### config.mk
export PLATFORM = sky130hd
export DESIGN_NAME = usr_serdes_ctrl
export DESIGN_NICKNAME = d
export VERILOG_FILES = /design/src/rtl/usr_ctrl_pkg.sv /design/src/rtl/usr_serdes_ctrl.sv
export SDC_FILE = /design/constraint.sdc
export NUM_CORES = 1
export LEC_CHECK = 0
export ABC_AREA = 1
export ABC_CLOCK_PERIOD_IN_PS = 1250
export CAP_MARGIN = 10
export CORE_MARGIN = 2
export CORE_UTILIZATION = 35
export CTS_CLUSTER_SIZE = 14
export DETAILED_ROUTE_END_ITERATION = 7
export PLACE_DENSITY = 0.74
export REMOVE_ABC_BUFFERS = 1
export SETUP_SLACK_MARGIN = 0.02
export SYNTH_ARGS = -nofsm -noshare
export SYNTH_HDL_FRONTEND = slang
export SYNTH_SLANG_ARGS = --single-unit
### constraint.sdc
create_clock -name clk -period 1.25 [get_ports clk]
set_input_delay 0.25 -clock clk [delete_from_list [all_inputs] [get_ports clk]]
set_output_delay 0.25 -clock clk [all_outputs]
set_load 0.01 [all_outputs]
### src/rtl/usr_ctrl_pkg.sv
// Shared types for the universal shift-register serdes controller.
// FSM states and shift-register select codes.
package usr_ctrl_pkg;

  typedef enum logic [2:0] {
    IDLE,
    TLOAD,
    TSHIFT,
    RCLR,
    RSHIFT,
    RHOLD
  } state_t;

  localparam logic [1:0] SEL_HOLD = 2'b00;
  localparam logic [1:0] SEL_SR   = 2'b01;
  localparam logic [1:0] SEL_SL   = 2'b10;
  localparam logic [1:0] SEL_LOAD = 2'b11;

  function automatic logic [1:0] shift_sel(input logic dir);
    return dir ? SEL_SL : SEL_SR;
  endfunction

endpackage

### src/rtl/usr_serdes_ctrl.sv
// Serializer/deserializer controller driving an external
// universal shift register that updates on the falling edge.
module usr_serdes_ctrl
  import usr_ctrl_pkg::*;
#(
  parameter int WIDTH = 4,
  parameter int CNT_W = $clog2(WIDTH + 1)
) (
  input  logic             clk,
  input  logic             clr_n,
  input  logic             cfg_mode,
  input  logic             cfg_dir,
  input  logic             tx_valid,
  output logic             tx_ready,
  input  logic [WIDTH-1:0] tx_data,
  output logic             sdo,
  output logic             sdo_en,
  input  logic             sdi,
  input  logic             sdi_valid,
  output logic             sdi_ready,
  output logic [WIDTH-1:0] rx_data,
  output logic             rx_valid,
  input  logic             rx_ready,
  output logic             busy,
  output logic [1:0]       sr_select,
  output logic             sr_clr,
  output logic [WIDTH-1:0] sr_p_din,
  output logic             sr_s_left_din,
  output logic             sr_s_right_din,
  input  logic [WIDTH-1:0] sr_p_dout,
  input  logic             sr_s_left_dout,
  input  logic             sr_s_right_dout
);

  localparam logic [CNT_W-1:0] LAST = CNT_W'(WIDTH - 1);
  localparam logic [CNT_W-1:0] ONE  = CNT_W'(1);

  state_t           state;
  state_t           state_nxt;
  logic [CNT_W-1:0] count;
  logic [CNT_W-1:0] count_nxt;
  logic             dir;
  logic [WIDTH-1:0] word;
  logic             clr_st;

  always_ff @(posedge clk or negedge clr_n) begin
    if (!clr_n) begin
      state  <= IDLE;
      count  <= '0;
      dir    <= 1'b0;
      word   <= '0;
      sdo    <= 1'b0;
      sdo_en <= 1'b0;
    end else begin
      state <= state_nxt;
      count <= count_nxt;
      // config is frozen once the controller leaves IDLE
      if (state == IDLE) dir <= cfg_dir;
      if (state == IDLE && tx_valid && !cfg_mode)
        word <= tx_data;
      sdo_en <= (state == TSHIFT);
      if (state == TSHIFT)
        sdo <= dir ? sr_s_left_dout : sr_s_right_dout;
      else
        sdo <= 1'b0;
    end
  end

  always_comb begin
    state_nxt      = state;
    count_nxt      = count;
    tx_ready       = 1'b0;
    sdi_ready      = 1'b0;
    rx_valid       = 1'b0;
    clr_st         = 1'b0;
    sr_select      = SEL_HOLD;
    sr_s_left_din  = 1'b0;
    sr_s_right_din = 1'b0;
    unique case (state)
      IDLE: begin
        tx_ready = ~cfg_mode;
        if (cfg_mode)      state_nxt = RCLR;
        else if (tx_valid) state_nxt = TLOAD;
      end
      TLOAD: begin
        sr_select = SEL_LOAD;
        count_nxt = '0;
        state_nxt = TSHIFT;
      end
      TSHIFT: begin
        sr_select = shift_sel(dir);
        count_nxt = count + ONE;
        if (count == LAST) state_nxt = IDLE;
      end
      RCLR: begin
        clr_st    = 1'b1;
        count_nxt = '0;
        state_nxt = RSHIFT;
      end
      RSHIFT: begin
        sdi_ready = 1'b1;
        if (sdi_valid) begin
          sr_select = shift_sel(dir);
          if (dir) sr_s_left_din  = sdi;
          else     sr_s_right_din = sdi;
          count_nxt = count + ONE;
          if (count == LAST) state_nxt = RHOLD;
        end
      end
      RHOLD: begin
        rx_valid = 1'b1;
        if (rx_ready) state_nxt = IDLE;
      end
      default: state_nxt = IDLE;
    endcase
  end

  assign sr_clr   = clr_st | ~clr_n;
  assign sr_p_din = word;
  assign rx_data  = sr_p_dout;
  assign busy     = (state != IDLE);

endmodule
==> flow_summary_export.csv, run 1 <==
group,metric,value,unit
grt,globalRouteTotalUtil,17.6,%
grt,grt_max_degree,14,
flow_run,drv_cap,0,
power,switching_share,41.0,%
layout,synthToLayoutAreaGrowth,73.4,%
yosys,yosysWarningCount,0,
clock_network,clockBufferDepth,2,
sta,skew,5.24,ps
place,io_buffers,28,
layout,drive_gt1_share,43.8,%
worst_setup_path,worstPathArrival,1400,ps
yosys,synthCells,91,
yosys,yosysSeqAreaShare,43.6,%
sta,fmax,607,MHz
clock_network,clk_pin_slew,80,ps
sta,period_needed,1650,ps
worst_setup_path,critPathBufInv,3,
worst_setup_path,worst-path-max-fanout,5,
sta,fin_crit_sh,132,%
floorplanning,die_h,50.2,um
routing,viasPerCell,4.57,
worst_setup_path,crit_path_start_kind,"flop",
grt,grt_pass1_vias,798,
grt,grt.overflow.total,0,
worst_setup_path,critPathTopFamily,"flip-flops",
run_status,status,"finished with violations",
worst_setup_path,crit_chain,"nor2_4 -> nand2_4 -> clkinv_4 -> nand2_4 -> nand2_2 -> inv_2 -> o21ai_2 -> buf_2",
layout,n_fill_cell,167,
worst_setup_path,crit_start,"state[1]",
power,p_leak,0.709,nW
floorplanning,dieArea,0.00252,sq mm
clock_network,cts_tree,"done",
power,switchingPower,0.00126,W
worst_setup_path,slowest_stage,"dfrtp_1",
layout,final_area,0.00129,sq mm
hold_path,hp-class,"input pin to async pin",
power,comb_power_share,67.3,%
routing,vias,791,
floorplanning,core,0.00198,sq mm
routing,postRouteAntennaNets,0,
yosys,syn_avg_cell_area,8.21,sq um
layout,num_antenna_cells,0,
grt,antenna_found_initial,0,
yosys,ys_ff_latch,13,
clock_network,cts_htree_levels,1,
clock_network,clk_latency,280,ps
yosys,synth_area_leader_cell,"dfrtp_1",
worst_setup_path,critical_path.max_stage_delay,420,ps
grt,grt_first_pass_wirelength,3.34,mm
layout,nets,167,
worst_setup_path,worst_path_most_repeated_cell,"nand2_4",
clock_network,root_buffer,"clkbuf_4",
routing,first_pass_iters,4,
power,clockPowerShare,8.4,%
worst_setup_path,r2r-start,"state[1]",
sta,slew_headroom,87.6,%
power,seqPwrFrac,24.3,%
clock_network,cts_made_buffers,3,
floorplanning,start_util,37.7,%
floorplanning,ios,37,
place,place_congestion,0.872,
routing,wl_per_cell,11.5,um
place,dpl.hpwl,1.42,mm
yosys,synth_area_leaders,"dfrtp_1 (44%), nand2_1 (10%), inv_1 (7.0%)",
worst_setup_path,crit_required,1000,ps
power,p_per_area,2380,mW/mm^2
yosys,ys_types,21,
floorplanning,fp.dieW,50.2,um
run_status,violations,"negative setup slack",
sta,finalWorstSetupSlack,-397,ps
layout,finalNonFillerCells,173,
sta,timing_hold_violations_final,0,
sta,maxSlewViolCount,0,
layout,utilization,65.3,%
routing,drt-total-wl,1.98,mm
place,placed_cell_area,0.00115,sq mm
yosys,yosysTopAreaCellShare,43.6,%
worst_setup_path,critPathKind,"flop to output port",
routing,route.detailed.drc,0,
sta,setup-violations-final,19,
power,intPower,0.00182,W
place,dp.cells,158,
power,ir_drop,1.23,mV
sta,worst_slew_pin_slew,185,ps
clock_network,cts_num_sinks,13,
sta,rsz0062_at_grt,"true",
routing,drt_iter0_markers,7,
yosys,netlist_area,747,sq um
worst_setup_path,cp-end-kind,"output port",
floorplanning,rows,16,
==> registers in the layout, summed over array words and instances, names as in the netlist <==
register	cells
sdo	1
count	3
sr_p_din	4
dir	1
sdo_en	1
state	3
==> synthesized netlist by cell type, drive strengths merged <==
master  number
nand4        2
dfrtp       13
nor2         8
clkinv       1
nor3         2
inv         16
ha           2
a21oi        2
nand3        8
mux2i        1
nand2       25
buf          4
o21ai        6
o221ai       1
==> stage by stage <==
stage | setup TNS (ps) | hold WS, ps | total power [W] | worst slack (ps)
floorplan | -270 | -45.6 | 0.00156 | -84.8
global placement | -4120 | 455 | 0.00239 | -607
detailed placement | -4490 | 463 | 0.00244 | -642
CTS | -2820 | 349 | 0.00287 | -418
global route | -5400 | 351 | 0.00334 | -479
finish | -3930 | 346 | 0.00308 | -397
==> cell families (layout without fill, tap and decap cells) <==
kind of cell / after synthesis / count (layout) / share of synthesized area, %
AOI/OAI and AO/OA: 9 / 9 / 6.53
adders and majority gates: 2 / 2 / 3.35
buffers and inverters: 21 / 76 / 13.2
DFF: 13 / 13 / 43.6
muxes: 1 / 1 / 1.34
and+or+nand+nor: 45 / 45 / 32.0
==> power by group through the flow <==
stage	Combinational (W)	Sequential [W]	Clock [W]
floorplan	0.000772	0.000784	0
global placement	0.00164	0.000743	0
detailed placement	0.00168	0.000756	0
CTS	0.00185	0.000748	0.000275
global route	0.00225	0.000779	0.000303
finish	0.00207	0.000750	0.000260
==> worst reg2reg max path: stages (launching register included) <==
cell,delay (ps)
dfrtp_1,420
nor2_4,150
nand2_4,70
clkinv_4,50
nand2_4,50
nand2_2,80
inv_2,50
buf_4,130
buf_6,100
buf_6,110
mux2i_1,120
==> repair_timing <==
item,CTS,global route
pin swaps,2,3
gates resized for setup,57,8
setup endpoints to repair,21,21
hold buffers,0,0
setup buffers,6,5
==> layer usage <==
| layer | up-vias | share of wire [%] | track usage [%] |
|---|---|---|---|
| met5 | - | 0 | 0 |
| met4 | 0 | 1.2 | 6.94 |
| met3 | 4 | 5.1 | 3.87 |
| met2 | 25 | 53 | 30.9 |
| met1 | 370 | 40 | 20.6 |
| li1 | 392 | - | - |
==> cell type report <==
class / instances / area [sq um] / area share [%]
flip-flops and latches: 13 / 327 / 25.2
inverters: 17 / 71.3 / 5.51
repair buffers: 55 / 468 / 36.1
clock buffers: 3 / 22.5 / 1.74
multi-input cells: 57 / 368 / 28.4
well taps: 27 / 33.8 / 2.61
clock inverters: 1 / 5.00 / 0.386
==> layout by cell type, fill, tap and decap left out, types with 3 or more instances in the layout <==
master / count
nand2_4: 4
dfrtp_1: 12
buf_2: 6
inv_1: 13
buf_6: 8
o21ai_2: 4
buf_4: 22
dlygate4sd2_1: 6
nor2_4: 3
nand3_1: 6
nor2_1: 3
nand2_1: 19
clkdlybuf4s50_1: 13
clkbuf_4: 3
==> final timing paths <==
check                                to  slack [ps]  cells past startpoint
min in group clk            sr_p_din[0]         470                      2
max in group asynchronous      state[2]         720                      2
max reg2reg                    count[0]        -160                     10
min reg2reg                 sr_p_din[0]         470                      2
min                            state[1]         350                      2
max                        sr_select[0]        -400                      8
No activity file was read; power rests on OpenSTA's default activity.
==> inputs of run 2 (changes only) <==
Settings changed: ABC_CLOCK_PERIOD_IN_PS 1250 to 1800, CAP_MARGIN 10 to unset, CORE_UTILIZATION 35 to 39, PLACE_DENSITY 0.74 to 0.78, SLEW_MARGIN set to 25.
Clock period 1.25 ns to 1.8 ns, I/O delays scaled along.
==> flow_summary_export.csv, run 2 (synthesized netlist as in run 1, its figures left out) <==
group,metric,value,unit
layout,drive_gt1_share,29.1,%
sta,skew,1.24,ps
clock_network,cts_htree_levels,1,
clock_network,clk_pin_slew,90,ps
routing,drt-total-wl,1.87,mm
sta,maxSlewViolCount,0,
sta,setup-violations-final,0,
layout,largest_register_ff_count,4,
sta,fin_tns_setup,0,ps
routing,vias,737,
routing,viasPerCell,4.64,
grt,grt_max_degree,14,
worst_setup_path,worst-path-max-fanout,3,
routing,drt_iter0_markers,16,
power,p_leak,0.607,nW
layout,nets,155,
power,p_per_area,1630,mW/mm^2
grt,grt_first_pass_wirelength,2.96,mm
sta,period_needed,1780,ps
place,dp.cells,150,
sta,hold_slack,412,ps
clock_network,clk_latency,280,ps
layout,final_area,0.00114,sq mm
routing,wl_per_cell,11.8,um
clock_network,cts_tree,"done",
worst_setup_path,slowest_stage,"dfrtp_1",
worst_setup_path,cp-end-kind,"output port",
sta,timing_hold_violations_final,0,
clock_network,postCtsHoldBufs,0,
grt,grt_pass1_vias,702,
layout,finalNonFillerCells,159,
clock_network,cts_num_sinks,13,
clock_network,cts_made_buffers,3,
floorplanning,die_h,47.8,um
sta,worst_slew_pin_slew,181,ps
grt,antenna_found_initial,0,
floorplanning,rows,15,
run_status,status,"finished clean",
floorplanning,ios,37,
sta,rsz0062_at_grt,"true",
grt,globalRouteTotalUtil,19.2,%
hold_path,hp-class,"input pin to async pin",
place,io_buffers,28,
power,ir_drop,0.875,mV
flow_run,drv_cap,0,
layout,final_cell_mix,"nand2_1 (20), clkdlybuf4s50_1 (19), inv_1 (14), buf_4 (14), dfrtp_1 (12)",
floorplanning,core,0.00176,sq mm
floorplanning,dieArea,0.00228,sq mm
grt,grt.overflow.total,0,
worst_setup_path,critical_path.max_stage_delay,420,ps
worst_setup_path,crit_required,1440,ps
worst_setup_path,crit_chain,"buf_4 -> inv_1 -> nand3_2 -> nand2_4 -> inv_2 -> o21ai_1 -> buf_2",
place,placed_cell_area,0.00110,sq mm
sta,fmax,560,MHz
floorplanning,start_util,42.3,%
sta,slew_headroom,87.9,%
sta,fin_crit_sh,99.1,%
worst_setup_path,crit_path_start_kind,"flop",
clock_network,root_buffer,"clkbuf_4",
layout,synthToLayoutAreaGrowth,52.8,%
routing,route.detailed.drc,0,
worst_setup_path,worstPathArrival,1420,ps
place,place_congestion,0.867,
layout,num_antenna_cells,0,
layout,final_common_cell,"nand2_1",
routing,postRouteAntennaNets,0,
power,p_total,0.00186,W
clock_network,clockBufferDepth,2,
routing,first_pass_iters,4,
worst_setup_path,critPathKind,"flop to output port",
floorplanning,fp.dieW,47.8,um
place,dpl.hpwl,1.42,mm
==> run 2: cell count changes in the layout (fill, tap and decap cells not counted), sizes merged <==
| cell | before | now |
|---|---|---|
| buf | 36 | 20 |
| clkinv | 2 | 1 |
| clkbuf | 3 | 6 |
| dlygate4sd2 | 6 | 1 |
| clkdlybuf4s50 | 13 | 19 |
| clkdlybuf4s15 | 0 | 1 |
==> run 2: layout make-up <==
class | count | area [sq um]
sequential | 13 | 327
fill | 156 | 623
multi-input combinational | 57 | 328
clock buffer | 4 | 26.3
inverter | 17 | 68.8
tap | 25 | 31.3
timing repair buffer | 43 | 360
==> run 2: worst paths after layout <==
| path | start | to | slack (ps) | cells past startpoint |
|---|---|---|---|---|
| max in group asynchronous | clr_n | state[2] | 1210 | 2 |
| hold / removal | clr_n | count[1] | 410 | 2 |
| setup / recovery | state[0] | sr_select[0] | 20 | 7 |
| setup reg to reg | state[0] | state[2] | 440 | 10 |
| min in group clk | sr_p_din[0] | sr_p_din[0] | 470 | 2 |
| hold reg to reg | sr_p_din[0] | sr_p_din[0] | 470 | 2 |
==> run 2: metrics by stage <==
| stage | utilization [%] | setup slack [ps] |
|---|---|---|
| 4_1_cts | 63.9 | 21.5 |
| 6_report | 64.7 | 15.9 |
| 3_5_place_dp | 62.6 | -313 |
| 2_1_floorplan | - | 355 |
| 3_3_place_gp | 62.6 | -274 |
| 5_1_grt | 64.7 | -56.0 |
==> run 2: timing repair <==
item	in CTS	in global routing
gates resized for setup	26	6
setup endpoints to repair	9	5
setup buffers	2	3
hold endpoints to repair	0	0
pin swaps	1	2
==> run 2: report_power, final <==
group / total [W] / switching (W) / internal [W]
combinational: 0.00115 / 0.000584 / 0.000569
sequential: 0.000515 / 0.0000916 / 0.000424
clock: 0.000192 / 0.000106 / 0.0000860
total: 0.00186 / 0.000782 / 0.00108
==> run 2: critical path, delay by kind of cell (launching register included) <==
family          cells  cell delay [ps]
buf+inv             4              390
simple gates        2              220
compound gates      1              100
flops               1              420
==> run 2: per-layer routing <==
layer / vias to the layer above / track usage, % / wire, um / share of wire [%]
met2: 17 / 31.7 / 959 / 51
met3: 2 / 4.15 / 37 / 2.0
li1: 369 / - / - / -
met5: - / 0 / 0 / 0
met4: 0 / 10.3 / 25 / 1.3
met1: 349 / 23.1 / 851 / 45
